===== src/rtl/vip_frame_source.sv =====
// Synthetic video source: full frames with programmable geometry, pixel-slot divider
// and four test patterns, in the per_frame_* stream format of the VIP detector chain.
module vip_frame_source #(
  parameter int H_ACTIVE  = 640,
  parameter int H_BLANK   = 160,
  parameter int V_SYNC    = 2,
  parameter int V_BACK    = 33,
  parameter int V_ACTIVE  = 480,
  parameter int V_FRONT   = 10,
  parameter int CLKEN_DIV = 1
) (
  input  logic       clk,
  input  logic       rst_n,
  input  logic       enable,
  input  logic [1:0] pattern_sel,
  output logic       per_frame_vsync,
  output logic       per_frame_href,
  output logic       per_frame_clken,
  output logic [7:0] per_img_Y,
  output logic       frame_done,
  output logic       busy
);

  localparam int H_TOTAL = H_ACTIVE + H_BLANK;
  localparam int V_TOTAL = V_SYNC + V_BACK + V_ACTIVE + V_FRONT;

  localparam logic [3:0]  DIV_LAST    = 4'(CLKEN_DIV - 1);
  localparam logic [12:0] X_LAST      = 13'(H_TOTAL - 1);
  localparam logic [12:0] X_ACT       = 13'(H_ACTIVE);
  localparam logic [15:0] Y_SYNC_LAST = 16'(V_SYNC - 1);
  localparam logic [15:0] Y_BACK_LAST = 16'(V_SYNC + V_BACK - 1);
  localparam logic [15:0] Y_ACT_LAST  = 16'(V_SYNC + V_BACK + V_ACTIVE - 1);
  localparam logic [15:0] Y_LAST      = 16'(V_TOTAL - 1);
  localparam logic [15:0] Y_ACT0      = 16'(V_SYNC + V_BACK);

  typedef enum logic [2:0] {IDLE, VSYNC, VBACK, ACTIVE, VFRONT} state_t;

  state_t      state, state_next;
  logic [3:0]  div;
  logic [12:0] x;
  logic [15:0] y;
  logic [1:0]  pat;
  logic        start;
  logic        tick, slot_end, line_end, frame_end;
  logic        active_px, ay_b4;

  function automatic logic [7:0] pattern_value(input logic [1:0] p, input logic [7:0] ax,
                                               input logic ay_bit4);
    case (p)
      2'd0:    pattern_value = ax;
      2'd1:    pattern_value = ax[5] ? 8'hFF : 8'h00;
      2'd2:    pattern_value = (ax[4] ^ ay_bit4) ? 8'hFF : 8'h00;
      default: pattern_value = 8'h80;
    endcase
  endfunction

  // tick opens a pixel slot (clken point); counters move when the slot closes
  assign tick      = (div == 4'd0);
  assign slot_end  = (div == DIV_LAST);
  assign line_end  = slot_end && (x == X_LAST);
  assign frame_end = line_end && (y == Y_LAST);
  assign active_px = (state == ACTIVE) && (x < X_ACT);
  assign ay_b4     = 1'((y - Y_ACT0) >> 4);

  always_ff @(posedge clk or negedge rst_n) begin
    if (!rst_n) state <= IDLE;
    else        state <= state_next;
  end

  always_comb begin
    state_next = state;
    start      = 1'b0;
    case (state)
      IDLE: begin
        if (enable) begin
          state_next = VSYNC;
          start      = 1'b1;
        end
      end
      VSYNC:  if (line_end && y == Y_SYNC_LAST) state_next = VBACK;
      VBACK:  if (line_end && y == Y_BACK_LAST) state_next = ACTIVE;
      ACTIVE: if (line_end && y == Y_ACT_LAST)  state_next = VFRONT;
      VFRONT: begin
        if (frame_end) begin
          if (enable) begin
            state_next = VSYNC;
            start      = 1'b1;
          end else begin
            state_next = IDLE;
          end
        end
      end
      default: state_next = IDLE;
    endcase
  end

  always_ff @(posedge clk or negedge rst_n) begin
    if (!rst_n) begin
      div <= '0;
      x   <= '0;
      y   <= '0;
      pat <= '0;
    end else if (start) begin
      div <= '0;
      x   <= '0;
      y   <= '0;
      pat <= pattern_sel;
    end else if (state != IDLE) begin
      div <= slot_end ? 4'd0 : div + 4'd1;
      if (slot_end) begin
        if (x == X_LAST) begin
          x <= '0;
          y <= frame_end ? 16'd0 : y + 16'd1;
        end else begin
          x <= x + 13'd1;
        end
      end
    end
  end

  // Output register stage: everything lags the counters/state by one clock
  always_ff @(posedge clk or negedge rst_n) begin
    if (!rst_n) begin
      per_frame_vsync <= 1'b0;
      per_frame_href  <= 1'b0;
      per_frame_clken <= 1'b0;
      per_img_Y       <= 8'h00;
      frame_done      <= 1'b0;
      busy            <= 1'b0;
    end else begin
      per_frame_vsync <= (state == VSYNC);
      per_frame_href  <= active_px;
      per_frame_clken <= active_px && tick;
      frame_done      <= (state == VFRONT) && frame_end;
      busy            <= (state != IDLE);
      if (tick) per_img_Y <= active_px ? pattern_value(pat, x[7:0], ay_b4) : 8'h00;
    end
  end

endmodule

===== config.mk =====
export PLATFORM = sky130hd
export DESIGN_NAME = vip_frame_source
export DESIGN_NICKNAME = d
export VERILOG_FILES = /design/src/rtl/vip_frame_source.sv
export SDC_FILE = /design/constraint.sdc
export NUM_CORES = 1
export LEC_CHECK = 0
export CORE_MARGIN = 4
export CORE_UTILIZATION = 25
export DETAILED_ROUTE_END_ITERATION = 10
export PLACE_DENSITY_LB_ADDON = 0.3
export RECOVER_POWER = 25
export SLEW_MARGIN = 10
export SYNTH_ARGS = -nofsm -noshare
export SYNTH_HDL_FRONTEND = slang
export SYNTH_SLANG_ARGS = --single-unit

===== constraint.sdc =====
create_clock -name clk -period 5.5 [get_ports clk]
set_input_delay 0.825 -clock clk [delete_from_list [all_inputs] [get_ports clk]]
set_output_delay 0.825 -clock clk [all_outputs]
set_load 0.01 [all_outputs]

; After elaboration in Yosys (flattened, before gate mapping)
; Index checks and enable logic that the tools add are counted.
[op_classes]
n_bitwise = 1
n_mux = 26
addsub = 4
magnitude_cmp = 1
n_eq_ne = 16
n_reduce_logical = 18
[ops]
columns = cell, count
row1 = 16-bit 2-to-1 mux, 5
row2 = 13-bit 2-to-1 mux, 4
row3 = 16-bit by 10-bit == test with 1-bit output (second input constant), 2
row4 = 8-bit 2-to-1 mux, 3
row5 = 8-bit one-hot mux with 3 select lines, 1
row6 = 16-bit by 1-bit adder with 16-bit output (second input constant), 1
row7 = 16-bit by 1-bit == test with 1-bit output (second input constant), 1
row8 = 16-bit by 6-bit == test with 1-bit output (second input constant), 1
row9 = 3-bit 2-to-1 mux, 5
row10 = 3-bit one-hot mux with 5 select lines, 1
row11 = 13-bit by 1-bit adder with 13-bit output (second input constant), 1
row12 = 13-bit by 10-bit == test with 1-bit output (second input constant), 1
row13 = 13-bit by 10-bit < comparator with 1-bit output (second input constant), 1
row14 = 4-bit 2-to-1 mux, 3
row15 = 1-bit logical AND, 8
row16 = 2-bit != test (second input constant), 4
row17 = 3-bit by 2-bit == test with 1-bit output (second input constant), 2
row18 = 2-bit nonzero test, 3
row19 = 5-bit AND reduction, 1
row20 = 5-bit by 2-bit subtractor with 5-bit output (second input constant), 1
row21 = 4-bit by 1-bit adder with 4-bit output (second input constant), 1
row22 = 4-bit zero test, 1
row23 = 3-bit by 1-bit == test with 1-bit output (second input constant), 1
row24 = 3-bit == test (second input constant), 1
row25 = other kinds (11), 13
[totals]
regBits = 51
elab_cells = 77
out_inout_bits = 13
in_bits = 5

; Depth between registers and ports, before layout
; Gate-level depths: netlist of the first run.
[logic_depth]
ltp_word = 8
depth_mapped = 9

; Worst setup path before layout of the first run
; OpenSTA, ideal clock, no wires.
[synth_timing]
kind = reg-to-reg
from = reg div[0]
to = reg y[13]
t_arrival_ns = 1.860
setup_ns = 0.118
path_buffers = 2
path_stages_with_launch = 10
setup_slack_ns = 3.522
required_time_ns = 5.382
period_less_slack_ns = 1.978
path_cell_list = dfrtp_1 inv_1 ha_1 or3b_1 buf_2 a21oi_2 a21boi_0 buf_2 a31o_1 a21o_1
[synth_between]
elab_chain_len = 8
word_cells_on_any_way = 14
[synth_rtl]
columns = element, line_no
row1 = start: declaration, 39  ; logic [3:0] div;
row2 = start signal: assignment, 109  ; div <= slot_end ? 4'd0 : div + 4'd1;
row3 = 4-bit zero test (*), 59  ; assign slot_end = (div == DIV_LAST);
row4 = 1-bit logical AND, 60  ; assign line_end = slot_end && (x == X_LAST);
row5 = 1-bit logical AND, 61  ; assign frame_end = line_end && (y == Y_LAST);
row6 = 16-bit 2-to-1 mux, 113  ; y <= frame_end ? 16'd0 : y + 16'd1;
row7 = 16-bit 2-to-1 mux, 111  ; if (x == X_LAST) begin
row8 = 16-bit 2-to-1 mux, 110  ; if (slot_end) begin
row9 = 16-bit 2-to-1 mux, 108  ; end else if (state != IDLE) begin
row10 = 16-bit 2-to-1 mux, 103  ; end else if (start) begin
row11 = end signal: assignment, 113
row12 = end: declaration, 41  ; logic [15:0] y;
; Mark *: on every way between the ends. The rest lies on a longest branch, timed or not. The select of a mux whose other input is x is not followed.
; A chain may end at the register's enable or synchronous reset.

==> qor.yml, run 1 <==
timing:
  finalHoldViolCount: 0
  final_critical_path_setup_slack_ps: 2422
  unrepaired_setup_endpoints_after_global_routing: "false"
  finalCritPeriodShare_pct: 55.97
  finalSetupTns_ps: 0
  timing.final.setup_violations: 0
  maxSlewViolCount: 52
  max_freq_ghz: 0.3248
  finalWorstPathRequiredPeriod_ps: 3078
  tightest_slew_ps: 2767
  max_slew_margin_pct: -84.50
  timing.clock.skew_ps: 6.383
cells_and_area:
  layout_commonest_cell: "dfrtp_1"
  final_nets: 341
  area.growth.synth_to_final_pct: 16.61
  most-common-layout-cells: "51 x dfrtp_1, 43 x nand2_1, 33 x o21ai_0"
  drive_above_1_share_pct: 6.667
  antennaDiodeCount: 0
  utilization_pct: 30.34
global_route:
  number_of_global_route_vias_before_repair: 2263
  antenna_found_initial: 0
  largest_net_degree_at_the_start_of_global_routing: 52
  overflow: 0
  grtUsageTotal_pct: 10.67
  grt_first_pass_wirelength_um: 11490
drt:
  remaining_drc_errors: 0
  drt_first_iter_violations: 130
  post_drt_via_cell_ratio: 4.991
  drt-wirelength-per-cell_um: 14.19
  wl_um: 6671
  via_count: 2346
  drtPass1Iterations: 4
  ant_nets: 0
synthesis:
  synth-warning-count: 0
  synth-seq-area-share_pct: 44.46
  synth-seq-cells: 51
  count_of_flip_flops_with_a_built_in_enable_after_synthesis: 0
  yosysUniqueCellTypes: 52
  syn_inst: 316
  synthFlopType: "dfrtp_1"
  netlist_area_um2: 2870
  synth-async-reset-ratio_pct: 100.0
  synthesis.area_per_instance_um2: 9.083
  synth_fp_nets: 328
setup_path:
  start_kind: "input port"
  end_kind: "async pin"
  cp.required_ps: 5300
  timing.critical_path.fanout_max: 51
  crit_chain: "buf_2 -> clkbuf_1"
  path_delay_family: "buffers and inverters"
  critPathArrivalTime_ps: 2880
  timing_worst_setup_path_type: "input port to async pin"
  delay_of_the_slowest_cell_on_the_worst_path_ps: 1950
  buffer_and_inverter_count_on_the_worst_path: 2
  worst_path_max_delay_cell: "clkbuf_1"
clock_tree:
  cts_tree: "yes"
  clkSinkCount: 51
  postcts_setup_bufs: 0
  cts-buffers-inserted: 5
  cts.root.buffer_cell: "clkbuf_16"
  htree_num_levels: 2
  cts_hold_buf: 0
  clkTransAtPathRegs_ps: 70
  worstSkewPairLatency_ps: 290
  clockBufferDepth: 2
  post_cts_resize_count: 0
floorplan:
  die_area_um2: 13260
  die_x_um: 115.2
  initial_standard_cell_utilization_of_the_core_pct: 26.02
  fp.dieH_um: 115.2
  core_um2: 11030
  ios: 18
  floorplan.rows: 38
power:
  power_frac_seq_pct: 42.8
  swShare_pct: 32.67
  netSwitchingPower_uw: 382.0
  total_leakage_power_nw: 1.322
  internal-power_uw: 787.4
  comb_power_share_pct: 23.1
  worst_ir_drop_vdd_mv: 0.1565
  pwr_density_cell_nw_per_um2: 349.4
  clock_power_share_pct: 34.1
min_path:
  worst_hold_path_type: "flip-flop to flip-flop"
placed_design:
  preCtsSetupSlack_ps: 2531
  buffer_ports.inserted: 17
  detailed_place_hpwl_um: 4862
  gpl.final_weighted_congestion: 0.7990
flow_run:
  maxCapViolations: 1
outcome:
  run_status: "finished, violations left"
  failing_checks: "capacitance limit, slew limit"
worst min-delay path: cells and delay by family, from the launching register on:
family,cells,cell delay (ps)
AO/OA/AOI/OAI,1,60
AND/OR/NAND/NOR,1,40
flip-flops,1,340
path summary, 6_finish.rpt:
path | from | endpoint | slack [ps] | cells past startpoint
worst min register to register | per_img_Y[0] | per_img_Y[0] | 480 | 2
worst max register to register | div[0] | y[12] | 3090 | 7
worst min-delay path | per_img_Y[0] | per_img_Y[0] | 480 | 2
worst max-delay path | rst_n | y[14] | 2420 | 2
min in group asynchronous | rst_n | per_frame_vsync | 1520 | 2
max in group clk | enable | y[14] | 2840 | 5
logic make-up (layout without fill, tap and decap cells):
group,count (synthesis),in the layout,synth area share (%)
DFF,51,51,44.46
and+or+nand+nor,141,141,26.37
muxes,6,6,2.180
adders and majority gates,7,7,3.051
xor gates and xnor gates,9,9,2.746
buffers and inverters,24,38,3.923
AOI/OAI and AO/OA,78,78,17.26
per-stage QoR:
| step | power, mW | cell area [um2] | hold slack, ps | instances |
|---|---|---|---|---|
| floorplan | 0.6915 | 2870 | 489.8 | 316 |
| global placement | 0.7766 | 3158 | 463.2 | 462 |
| detailed placement | 0.7790 | 3158 | 468.9 | 462 |
| CTS | 1.183 | 3351 | 485.3 | 470 |
| global route | 1.254 | 3347 | 520.7 | 470 |
| finish | 1.169 | 3347 | 478.7 | 470 |
per-layer routing:
metal | share of wire (%) | track usage (%) | wire, um | vias to the layer above
met2 | 46 | 16.82 | 3099 | 33
met5 | 0 | 0 | 0 | -
met1 | 49 | 14.76 | 3255 | 1128
li1 | - | - | - | 1178
met4 | 1.2 | 3.052 | 78 | 0
met3 | 3.6 | 2.316 | 237 | 7
power by group through the flow:
| stage | sequential (mW) | clock [mW] | combinational (mW) |
|---|---|---|---|
| 6_report | 0.500 | 0.398 | 0.271 |
| 5_1_grt | 0.512 | 0.425 | 0.317 |
| 4_1_cts | 0.500 | 0.409 | 0.273 |
| 3_5_place_dp | 0.507 | 0 | 0.272 |
| 3_3_place_gp | 0.506 | 0 | 0.271 |
| 2_1_floorplan | 0.480 | 0 | 0.212 |
synth_stat cells (2+ instances only):
| cell | instances | area share (%) |
|---|---|---|
| o22ai_1 | 3 | 0.65 |
| inv_1 | 10 | 1.3 |
| nor2_1 | 23 | 3.0 |
| and4_1 | 3 | 0.92 |
| o31ai_1 | 4 | 1.0 |
| nand2b_1 | 3 | 0.65 |
| nor4b_1 | 2 | 0.61 |
| and3_1 | 9 | 2.0 |
| nor4_1 | 4 | 0.87 |
| a21oi_1 | 7 | 1.2 |
| nand4_1 | 6 | 1.3 |
| buf_6 | 2 | 0.78 |
| o21ai_0 | 33 | 5.8 |
| a22o_1 | 2 | 0.61 |
| a22oi_1 | 5 | 1.3 |
| buf_2 | 5 | 0.87 |
| nor4_2 | 3 | 1.3 |
| xnor2_1 | 7 | 2.1 |
| nand2_1 | 43 | 5.6 |
| clkbuf_1 | 6 | 0.78 |
| dfrtp_1 | 51 | 44 |
| a31oi_1 | 3 | 0.65 |
| xor2_1 | 2 | 0.61 |
| or3_1 | 7 | 1.5 |
| mux2_1 | 2 | 0.78 |
| nor2b_1 | 3 | 0.65 |
| nand3_1 | 18 | 3.1 |
| o2bb2ai_1 | 2 | 0.61 |
| mux2i_1 | 4 | 1.4 |
| nor3_1 | 10 | 1.7 |
| o211ai_1 | 7 | 1.8 |
| ha_1 | 7 | 3.1 |
area by class of cell:
class | instances | area, um2
Timing Repair Buffer | 20 | 183.9
Clock buffer | 5 | 125.1
Inverter | 10 | 37.54
Multi-Input combinational cell | 241 | 1481
Clock inverter | 3 | 67.56
Tap cell | 140 | 175.2
Sequential cell | 51 | 1276
Fill cell | 1174 | 7684
flip-flops by register name, indices dropped and copies added, names as in the netlist:
register and cells:
pat 2, per_img_Y 8, div 4, per_frame_vsync 1, busy 1, per_frame_clken 1, per_frame_href 1, y 16
x 13, frame_done 1, state 3
Note: power is estimated with default switching activity, not from simulation.
==> run 2, diff against run 1 <==
==> constraint.sdc (replaced) <==
create_clock -name clk -period 2.8 [get_ports clk]
set_input_delay 0.42 -clock clk [delete_from_list [all_inputs] [get_ports clk]]
set_output_delay 0.42 -clock clk [all_outputs]
set_load 0.01 [all_outputs]
==> run 2 against run 1 <==
The run now ends clean; critical endpoint is now y[12]; hold slack improved by 1.4 ps; count of clock-buffer cells in the layout unchanged; clock skew increased by 3.9 ps; sequential power increased by 97%; register-to-register slack got worse by 2700 ps; cell area decreased by 0.82%.
==> qor.yml, run 2 (same netlist as run 1, synthesis figures left out) <==
outcome:
  run_status: "completed"
cells_and_area:
  final_nets: 343
  antennaDiodeCount: 0
  most-common-layout-cells: "51 x dfrtp_1, 43 x nand2_1, 33 x o21ai_0"
  fin_area_um2: 3319
  area.growth.synth_to_final_pct: 15.65
  drive_above_1_share_pct: 7.530
  top_regs: "y: 16 flops, x: 13 flops, per_img_Y: 8 flops"
  largest_register_by_flop_count: "y"
  largest_register_ffs: 16
  layout_commonest_cell: "dfrtp_1"
  final_cell_count_no_fill: 472
placed_design:
  buffer_ports.inserted: 17
  preCtsSetupSlack_ps: 427.6
  gpl.final_weighted_congestion: 0.7992
  instance_count_after_placement_with_tap_cells_included: 464
  dpl_cell_area_um2: 3186
  detailed_place_hpwl_um: 5026
setup_path:
  cp.required_ps: 2980
  start_kind: "flip-flop"
  critPathArrivalTime_ps: 2560
  timing.critical_path.fanout_max: 5
  worst_r2r_path_depth: 7
  timing_worst_setup_path_type: "flip-flop to flip-flop"
  end_kind: "flip-flop"
power:
  pwr_density_cell_nw_per_um2: 642.7
  total_leakage_power_nw: 1.311
  worst_ir_drop_vdd_mv: 0.3032
timing:
  maxSlewViolCount: 0
  max_slew_margin_pct: 15.73
  timing.clock.skew_ps: 10.33
  finalSetupTns_ps: 0
  unrepaired_setup_endpoints_after_global_routing: "false"
  finalWorstPathRequiredPeriod_ps: 2380
  finalCritPeriodShare_pct: 85.00
  tightest_slew_ps: 1264
  max_freq_ghz: 0.4202
  finalHoldViolCount: 0
  timing.final.setup_violations: 0
  final_critical_path_setup_slack_ps: 420.1
global_route:
  number_of_global_route_vias_before_repair: 2381
  grtUsageTotal_pct: 11.16
  antenna_found_initial: 0
  grt_first_pass_wirelength_um: 11930
  overflow: 0
  largest_net_degree_at_the_start_of_global_routing: 52
drt:
  drtPass1Iterations: 4
  drt_first_iter_violations: 117
  post_drt_via_cell_ratio: 5.121
  ant_nets: 0
  wl_um: 6850
  via_count: 2417
  remaining_drc_errors: 0
  drt-wirelength-per-cell_um: 14.51
clock_tree:
  clockBufferDepth: 2
  clkTransAtPathRegs_ps: 70
  cts_hold_buf: 0
  cts_tree: "yes"
  post_cts_resize_count: 0
  worstSkewPairLatency_ps: 290
  htree_num_levels: 2
  postcts_setup_bufs: 0
  clkSinkCount: 51
  cts-buffers-inserted: 5
  cts.root.buffer_cell: "clkbuf_16"
flow_run:
  maxCapViolations: 0
floorplan:
  core_um2: 11030
  floorplan.rows: 38
  ios: 18
  die_x_um: 115.2
  initial_standard_cell_utilization_of_the_core_pct: 26.02
  die_area_um2: 13260
  fp.dieH_um: 115.2
min_path:
  worst_hold_path_type: "input port to async pin"
run 2: changes by cell type in the layout (fill, tap and decap cells not counted):
cell	previous run	this run
buf_4	2	4
inv_6	0	1
clkbuf_1	1	0
clkinvlp_4	1	2
clkbuf_2	0	1
bufinv_16	2	0
run 2: path summary, 6_finish.rpt:
kind | startpoint | to | slack [ps]
max | div[0] | y[12] | 420
min | rst_n | y[2] | 480
max reg2reg | div[0] | y[12] | 420
min reg2reg | per_img_Y[7] | per_img_Y[7] | 480
max in group asynchronous | rst_n | x[12] | 1560
min in group clk | per_img_Y[7] | per_img_Y[7] | 480
run 2: worst max-delay path: stages (launching register included):
cell and delay, ps:
dfrtp_1 410, inv_1 100, ha_1 160, nor3b_2 340, nand4_2 230, o311ai_1 760
or3_1 200, o21ai_0 70
run 2: routing by layer:
metal  track usage, %  share of wire, %  routed length [um]
met5                0                 0                   0
met4            3.756               1.7                 119
met3            2.632               4.3                 294
met2            17.21                46                3176
met1            15.40                48                3261
run 2: final cells by class:
| cell class | count | area [um2] |
|---|---|---|
| clock buffer | 5 | 125.1 |
| clock inverter | 3 | 23.77 |
| fill | 1154 | 7711 |
| inverter | 10 | 37.54 |
| multi-input combinational | 241 | 1481 |
| sequential | 51 | 1276 |
| tap | 140 | 175.2 |
| timing repair buffer | 22 | 200.2 |
run 2: report_power, final:
part           switching (mW)  internal, mW  total [mW]
clock                   0.289         0.335       0.624
combinational           0.323         0.200       0.523
sequential              0.150         0.836       0.986
run 2: per-stage QoR:
step           util (%)  hold slack, ps  power (mW)
2_1_floorplan         -           124.4       1.358
5_1_grt           30.09           515.1       2.285
3_3_place_gp      28.88           441.3       1.519
3_5_place_dp      28.88           440.8       1.528
4_1_cts           30.23           123.9       2.166
6_report          30.09           480.1       2.133
==> run 3, diff against run 2 <==
==> constraint.sdc (replaced) <==
create_clock -name clk -period 2.5 [get_ports clk]
set_input_delay 0.375 -clock clk [delete_from_list [all_inputs] [get_ports clk]]
set_output_delay 0.375 -clock clk [all_outputs]
set_load 0.01 [all_outputs]
==> run 3 against run 2 <==
Sequential cell count stayed put; via count rose by 0.33%; routed wire length rose by 2.7%; global-route usage is essentially flat; sequential share of layout area is 0.36 points lower; sequential power up 12%; critical endpoint is now pat[1]; largest cell class unchanged; highest routed layer unchanged.
==> qor.yml, run 3 (same netlist as run 1, synthesis figures left out) <==
clock_tree:
  cts.root.buffer_cell: "clkbuf_16"
  cts-buffers-inserted: 5
  cts_tree: "yes"
  clkSinkCount: 51
  clkTransAtPathRegs_ps: 70
  htree_num_levels: 2
  worstSkewPairLatency_ps: 300
  clockBufferDepth: 2
  cts_hold_buf: 0
  postcts_setup_bufs: 0
timing:
  timing.final.setup_violations: 0
  max_freq_ghz: 0.4361
  unrepaired_setup_endpoints_after_global_routing: "false"
  maxSlewViolCount: 0
  finalSetupTns_ps: 0
  finalWorstPathRequiredPeriod_ps: 2293
  max_slew_margin_pct: 14.43
  finalCritPeriodShare_pct: 91.71
  finalHoldViolCount: 0
  tightest_slew_ps: 1284
  timing.clock.skew_ps: 7.881
  final_critical_path_setup_slack_ps: 207.2
flow_run:
  maxCapViolations: 0
cells_and_area:
  drive_above_1_share_pct: 8.333
  top_regs: "y: 16 flops, x: 13 flops, per_img_Y: 8 flops"
  area.growth.synth_to_final_pct: 16.74
  largest_register_by_flop_count: "y"
  fillerInstances: 1160
  antennaDiodeCount: 0
  largest_register_ffs: 16
  most-common-layout-cells: "51 x dfrtp_1, 43 x nand2_1, 33 x o21ai_0"
  final_nets: 347
  layout_commonest_cell: "dfrtp_1"
setup_path:
  critPathArrivalTime_ps: 2470
  start_kind: "flip-flop"
  cp.required_ps: 2670
  timing_worst_setup_path_type: "flip-flop to flip-flop"
  end_kind: "flip-flop"
  timing.critical_path.fanout_max: 5
drt:
  post_drt_via_cell_ratio: 5.095
  via_count: 2425
  wl_um: 7033
  drtPass1Iterations: 4
  remaining_drc_errors: 0
  drt-wirelength-per-cell_um: 14.78
  ant_nets: 0
  drt_first_iter_violations: 181
placed_design:
  gpl.final_weighted_congestion: 0.8622
  preCtsSetupSlack_ps: 108.5
  buffer_ports.inserted: 17
  detailed_place_hpwl_um: 5212
global_route:
  number_of_global_route_vias_before_repair: 2276
  antenna_found_initial: 0
  overflow: 0
  grtUsageTotal_pct: 11.21
  grt_first_pass_wirelength_um: 11880
  largest_net_degree_at_the_start_of_global_routing: 29
power:
  clock_power_share_pct: 28.3
  worst_ir_drop_vdd_mv: 0.3675
  netSwitchingPower_uw: 863.9
  total_leakage_power_nw: 1.327
  swShare_pct: 35.75
  internal-power_mw: 1.553
  power_frac_seq_pct: 45.6
  comb_power_share_pct: 26.1
  pwr_density_cell_nw_per_um2: 721.2
floorplan:
  initial_standard_cell_utilization_of_the_core_pct: 26.02
  fp.dieH_um: 115.2
  die_area_um2: 13260
  floorplan.rows: 38
  die_x_um: 115.2
  ios: 18
  core_um2: 11030
min_path:
  worst_hold_path_type: "input port to async pin"
outcome:
  run_status: "completed"
run 3: changes by cell type in the layout (fill, tap and decap cells not counted):
cell / delta
buf_2: -1
nor3b_4: +1
inv_6: -1
nor3b_2: -1
clkbuf_1: +1
clkinv_2: +1
buf_4: +4
run 3: area by class of cell:
cell class	instances	area (um2)	share of cell area (%)
Timing Repair Buffer	26	229.0	6.833
Tap cell	140	175.2	5.228
Sequential cell	51	1276	38.09
Clock buffer	5	125.1	3.734
Multi-Input combinational cell	241	1488	44.40
Clock inverter	3	20.02	0.5975
Inverter	10	37.54	1.120
run 3: repair_timing:
item / in CTS / in global routing
setup endpoints to repair: 0 / 2
endpoints found under the hold margin: 0 / 0
resized for setup: 0 / 1
run 3: routing by layer:
layer  vias up  GRT usage, %  part of all wire (%)
met5         -             0                     0
met4         0         3.834                   1.8
met3        10         2.421                   4.2
met2        57         17.55                    46
met1      1166         15.33                    48
li1       1192             -                     -
run 3: critical path: stages (launching register included):
cell and delay [ps]:
dfrtp_1 400, inv_1 100, ha_1 170, nor3b_4 350, nand4_2 240, nor4_2 390, o211ai_1 170, mux2_1 350
run 3: final timing paths:
kind	slack, ps	startpoint	cells past startpoint	to
min in group clk	490	per_img_Y[7]	2	per_img_Y[7]
min reg2reg	490	per_img_Y[7]	2	per_img_Y[7]
min	350	rst_n	1	per_img_Y[7]
max in group asynchronous	810	rst_n	2	x[8]
max	210	div[0]	7	pat[1]
max reg2reg	210	div[0]	7	pat[1]
run 3: power groups by stage:
stage / Clock, mW / Combinational, mW / Sequential (mW)
after floorplan: 0 / 0.466 / 1.06
after global placement: 0 / 0.620 / 1.11
after detailed placement: 0 / 0.623 / 1.11
after CTS: 0.707 / 0.626 / 1.10
after global routing: 0.737 / 0.719 / 1.13
final: 0.684 / 0.631 / 1.10
run 3: per-stage QoR:
| step | utilization, % | hold slack [ps] | std cells | total power [mW] | cell area [um2] |
|---|---|---|---|---|---|
| 2_1_floorplan | - | 79.41 | 316 | 1.521 | 2870 |
| 3_3_place_gp | 29.15 | 418.8 | 468 | 1.730 | 3216 |
| 3_5_place_dp | 29.15 | 412.9 | 468 | 1.735 | 3216 |
| 4_1_cts | 30.47 | 97.52 | 476 | 2.428 | 3361 |
| 5_1_grt | 30.38 | 470.0 | 476 | 2.586 | 3351 |
| 6_report | 30.38 | 346.1 | 476 | 2.417 | 3351 |
